`src/rtl/meas_snapshot.sv`:
```
// Measurement snapshot for SPI readout.
// A raw chip select is synchronized and used to freeze the snapshot while the
// SPI master is reading. Samples arriving during a read are held in a 1-deep
// pending slot (newest wins, overrun flagged) and published when CS releases.
// A block averager runs independently of the freeze.
//
// state  | meaning
// IDLE   | CS inactive; samples go straight into the snapshot
// LOCKED | CS active; snapshot frozen, samples go to the pending slot
module meas_snapshot #(
  parameter int WIDTH    = 40,
  parameter int AVG_LOG2 = 2
) (
  input  logic             clk_48MHz,
  input  logic             rst,
  input  logic [WIDTH-1:0] count_in,
  input  logic             count_valid,
  input  logic             i_SPI_CS,
  output logic [WIDTH-1:0] snap_data,
  output logic [7:0]       snap_seq,
  output logic             snap_fresh,
  output logic [WIDTH-1:0] avg_out,
  output logic             overrun
);

  typedef enum logic {
    IDLE   = 1'b0,
    LOCKED = 1'b1
  } state_t;

  state_t                    state;
  logic                      cs_m;
  logic                      cs_s;
  logic [7:0]                seq_cnt;
  logic [WIDTH-1:0]          pend_data;
  logic [7:0]                pend_seq;
  logic                      pend_full;
  logic [WIDTH+AVG_LOG2-1:0] acc;
  logic [WIDTH+AVG_LOG2-1:0] acc_sum;
  logic [AVG_LOG2-1:0]       smp_cnt;
  logic                      unlock_cyc;
  logic                      lock_first;

  // The state register holds last cycle's CS view, so comparing it with cs_s
  // identifies the first cycle of a lock and the first cycle after release.
  always_comb begin
    unlock_cyc = cs_s && (state == LOCKED);
    lock_first = !cs_s && (state == IDLE);
    acc_sum    = acc + {{AVG_LOG2{1'b0}}, count_in};
  end

  // Two-stage synchronizer for the asynchronous chip select; idles inactive.
  always_ff @(posedge clk_48MHz) begin
    if (rst) begin
      cs_m <= 1'b1;
      cs_s <= 1'b1;
    end else begin
      cs_m <= i_SPI_CS;
      cs_s <= cs_m;
    end
  end

  // Free-running sample tag; each sample carries the value before increment.
  always_ff @(posedge clk_48MHz) begin
    if (rst) begin
      seq_cnt <= 8'd0;
    end else if (count_valid) begin
      seq_cnt <= seq_cnt + 8'd1;
    end
  end

  // Lock FSM with snapshot, pending slot and sticky overrun.
  always_ff @(posedge clk_48MHz) begin
    if (rst) begin
      state      <= IDLE;
      snap_data  <= '0;
      snap_seq   <= 8'd0;
      snap_fresh <= 1'b0;
      pend_data  <= '0;
      pend_seq   <= 8'd0;
      pend_full  <= 1'b0;
      overrun    <= 1'b0;
    end else begin
      state <= cs_s ? IDLE : LOCKED;
      if (cs_s) begin
        // A live sample on the release cycle is newer than the pending one.
        if (count_valid) begin
          snap_data  <= count_in;
          snap_seq   <= seq_cnt;
          snap_fresh <= 1'b1;
          pend_full  <= 1'b0;
        end else if (unlock_cyc && pend_full) begin
          snap_data  <= pend_data;
          snap_seq   <= pend_seq;
          snap_fresh <= 1'b1;
          pend_full  <= 1'b0;
        end
      end else begin
        if (lock_first) begin
          snap_fresh <= 1'b0;
        end
        if (count_valid) begin
          pend_data <= count_in;
          pend_seq  <= seq_cnt;
          pend_full <= 1'b1;
          if (pend_full) begin
            overrun <= 1'b1;
          end
        end
      end
    end
  end

  // Block averager; the extra AVG_LOG2 bits make overflow impossible.
  always_ff @(posedge clk_48MHz) begin
    if (rst) begin
      acc     <= '0;
      smp_cnt <= '0;
      avg_out <= '0;
    end else if (count_valid) begin
      if (smp_cnt == {AVG_LOG2{1'b1}}) begin
        avg_out <= acc_sum[WIDTH+AVG_LOG2-1:AVG_LOG2];
        acc     <= '0;
        smp_cnt <= '0;
      end else begin
        acc     <= acc_sum;
        smp_cnt <= smp_cnt + 1'b1;
      end
    end
  end

endmodule
```
`config.mk`:
```
export PLATFORM = sky130hd
export DESIGN_NAME = meas_snapshot
export DESIGN_NICKNAME = d
export VERILOG_FILES = /design/src/rtl/meas_snapshot.sv
export SDC_FILE = /design/constraint.sdc
export NUM_CORES = 1
export LEC_CHECK = 0
export BUFFER_PORTS_ARGS = -buffer_cell sky130_fd_sc_hd__buf_2
export CAP_MARGIN = 10
export CORE_MARGIN = 4
export CORE_UTILIZATION = 30
export CTS_CLUSTER_SIZE = 25
export DETAILED_ROUTE_END_ITERATION = 8
export PLACE_DENSITY = 0.51
export SYNTH_ARGS = -nofsm -noshare
export SYNTH_HDL_FRONTEND = slang
export SYNTH_SLANG_ARGS = --single-unit
```
`constraint.sdc`:
```
create_clock -name clk_48MHz -period 3.6 [get_ports clk_48MHz]
set_clock_uncertainty 0.15 [all_clocks]
set_input_delay 0.18 -clock clk_48MHz [delete_from_list [all_inputs] [get_ports clk_48MHz]]
set_output_delay 0.18 -clock clk_48MHz [all_outputs]
set_load 0.01 [all_outputs]
```
==> run summary <==
Hold Fails Final Rpt -> 0
RePlAce Congestion -> 0.835
Post-route cell area -> 11600 um^2
Synth warn -> 0
Post-detail-place hpwl -> 19.0 mm
Final net count -> 1349
Hold path cells -> 3
Routed vias/inst -> 4.96
Filler cell count -> 3148
RSZ-0062 raised after global routing -> no
Global route overflow -> 0
TritonCTS Buffers -> 17
Die height -> 186 um
Total vias in the final route -> 8288
WL final -> 27.1 mm
Total core area -> 31000 um^2
Area occupied by multi-input gates -> 5310 um^2
# setup viols final -> 0
Commonest non-fill, non-tap cell in the layout -> dfxtp_1
WP data required -> 3.82 ns
Full die area -> 34700 um^2
Static Leak -> 4.93 nW
Largest net degree at the start of global routing -> 94
Synth unique cells -> 65
Worst slack at placement -> 0.436 ns
Final Max Slew Viols -> 0
Detail Route Antenna Nets -> 0
CP endpoint kind -> flip-flop
Worst hold path type -> in -> reg
Relative slew slack -> 32.3%
Starting Density -> 30.7%
Final Power -> 0.00567 W
Reg area -> 3880 um^2
First-pass GRT wire length -> 44.0 mm
FF+latch count, synth -> 194
Crit path launch type -> primary input
Router iterations before antenna repair -> 4
WL/cell -> 16.2 um
Syn_area_per_cell -> 8.44 um^2
F_max -> 0.308 GHz
Port bufs -> 133
Tmin final -> 3.24 ns
Async S/R FF share, synth -> 0%
Maximum Capacitance Violations -> 0
Initial DRC count -> 384
Min setup slack post-route -> 0.357 ns
P per Cell Area -> 490 nW/um^2
TritonCTS clock tree -> built
Sink Count -> 194
Cell at the root of the clock tree -> clkbuf_16
Final Cycle Share -> 90.1%
Worst skew pair latency -> 0.44 ns
Residual DRC -> 0
GRT Total Usage -> 15.7%
Critical path peak fanout -> 5
Final setup TNS -> 0 ns
Max VDD drop -> 0.000346 V
Worst-margin pin slew -> 1.01 ns
Crit path DAT -> 3.46 ns
Postcts setup bufs -> 0
Outcome -> finished clean
CTS H-tree lvls -> 4
Post-synth top flop -> dfxtp_1
CTS resizes -> 0
Critical path type -> in -> reg
Synthesized Nets -> 1216
Final Util -> 37.4%
Post-synth EDFFs -> 0
Mapped Cells -> 1129
Initial antenna violation count -> 1
Chip width -> 186 um
Post-DP Area -> 10500 um^2
CTS Hold Bufs -> 47
Clock Pin Slew Worst Setup and Hold Paths -> 0.07 ns
Vias in the first global route -> 8048
Top-Level Pins -> 134
Sequential area share after synthesis -> 40.8%
Reg2Reg Depth -> 12
Layout cells sized above 1 -> 15.8%
Most frequent cells in the layout -> dfxtp_1, nand2_1, buf_2, a21oi_1, nor2_1
Area grow syn2layout -> 21.7%
CTS Buffer Depth -> 2
Cell area after synthesis -> 9530 um^2
Floorplan row count -> 64
==> metrics by stage <==
stage          std cells  hold WS (ns)
6_report            1671         0.198
5_1_grt             1671         0.241
4_1_cts             1670         0.186
3_5_place_dp        1592         0.243
3_3_place_gp        1592         0.242
2_1_floorplan       1129         0.134
==> Yosys cell counts (7+ instances only) <==
master | count | area [um^2]
a21o_1 | 29 | 218
buf_2 | 7 | 35.0
xnor2_1 | 21 | 184
nor3_1 | 8 | 40.0
dfxtp_1 | 194 | 3880
a31oi_1 | 7 | 43.8
a22o_1 | 17 | 149
nor2_1 | 102 | 383
xor2_1 | 20 | 175
nor2b_1 | 11 | 68.8
nand3_1 | 20 | 100
o21ai_0 | 14 | 70.1
ha_1 | 42 | 526
clkbuf_1 | 61 | 229
and2_1 | 7 | 43.8
buf_1 | 12 | 45.0
a22oi_1 | 17 | 128
nand2_1 | 185 | 694
nand4_1 | 13 | 81.3
o21ai_1 | 8 | 40.0
a21oi_1 | 127 | 636
a211oi_1 | 54 | 405
inv_1 | 13 | 48.8
and3_1 | 7 | 43.8
mux2i_1 | 51 | 510
==> flip-flops by register name, indices dropped and copies added, names as in the netlist, 2 cells and up <==
signal and flops:
snap_seq 8, pend_seq 8, acc 42, smp_cnt 2
snap_data 40, seq_cnt 8, pend_data 40, avg_out 40
==> cells by family (layout without fill, tap and decap cells) <==
family	Yosys count	after routing	share of synthesized area, %
AND/OR/NAND/NOR	383	383	17.6
multiplexers	51	51	5.36
XOR/XNOR	41	41	3.77
buffers and inverters	93	238	3.76
other	0	1	0
adder cells (fa/ha/maj)	43	43	5.73
AO/OA/AOI/OAI	324	324	23.0
flip-flops	194	194	40.8
==> report_power, final <==
group	leakage [nW]	internal, W	total [W]	switching (W)
logic	3.07	0.000556	0.00136	0.000800
clock network	0.279	0.00106	0.00195	0.000896
registers	1.58	0.00228	0.00237	0.0000820
==> path summary, 6_finish.rpt <==
path                                    to  slack, ns         from
worst max register to register     acc[40]       0.44       acc[0]
worst min-delay path            smp_cnt[1]       0.20  count_valid
worst max-delay path               acc[40]       0.36  count_in[0]
worst min register to register        cs_s       0.26         cs_m
==> critical path, stage by stage <==
cell	delay [ns]
dlygate4sd3_1	0.52
buf_2	0.13
ha_1	0.17
inv_1	0.05
fa_1	0.38
nand2b_1	0.17
a21oi_1	0.23
o211ai_1	0.23
a31oi_2	0.33
a21oi_2	0.14
o31ai_4	0.25
a211oi_1	0.15
or3_1	0.36
a31oi_1	0.15
==> per-layer routing <==
layer | wire length [um] | up-vias | GRT usage (%)
met2 | 12200 | 117 | 24.9
met3 | 1050 | 15 | 3.31
met5 | 0 | - | 0
met4 | 251 | 0 | 3.26
li1 | - | 4293 | -
met1 | 13700 | 3863 | 22.2
==> layout make-up <==
cell class / instances / share of cell area [%]
multi-input combinational: 842 / 45.8
sequential: 194 / 33.5
timing repair buffer: 194 / 10.9
tap: 396 / 4.28
clock buffer: 19 / 3.82
clock inverter: 12 / 1.26
inverter: 13 / 0.421
antenna: 1 / 0.0216
Note: power is estimated with default switching activity, not from simulation.
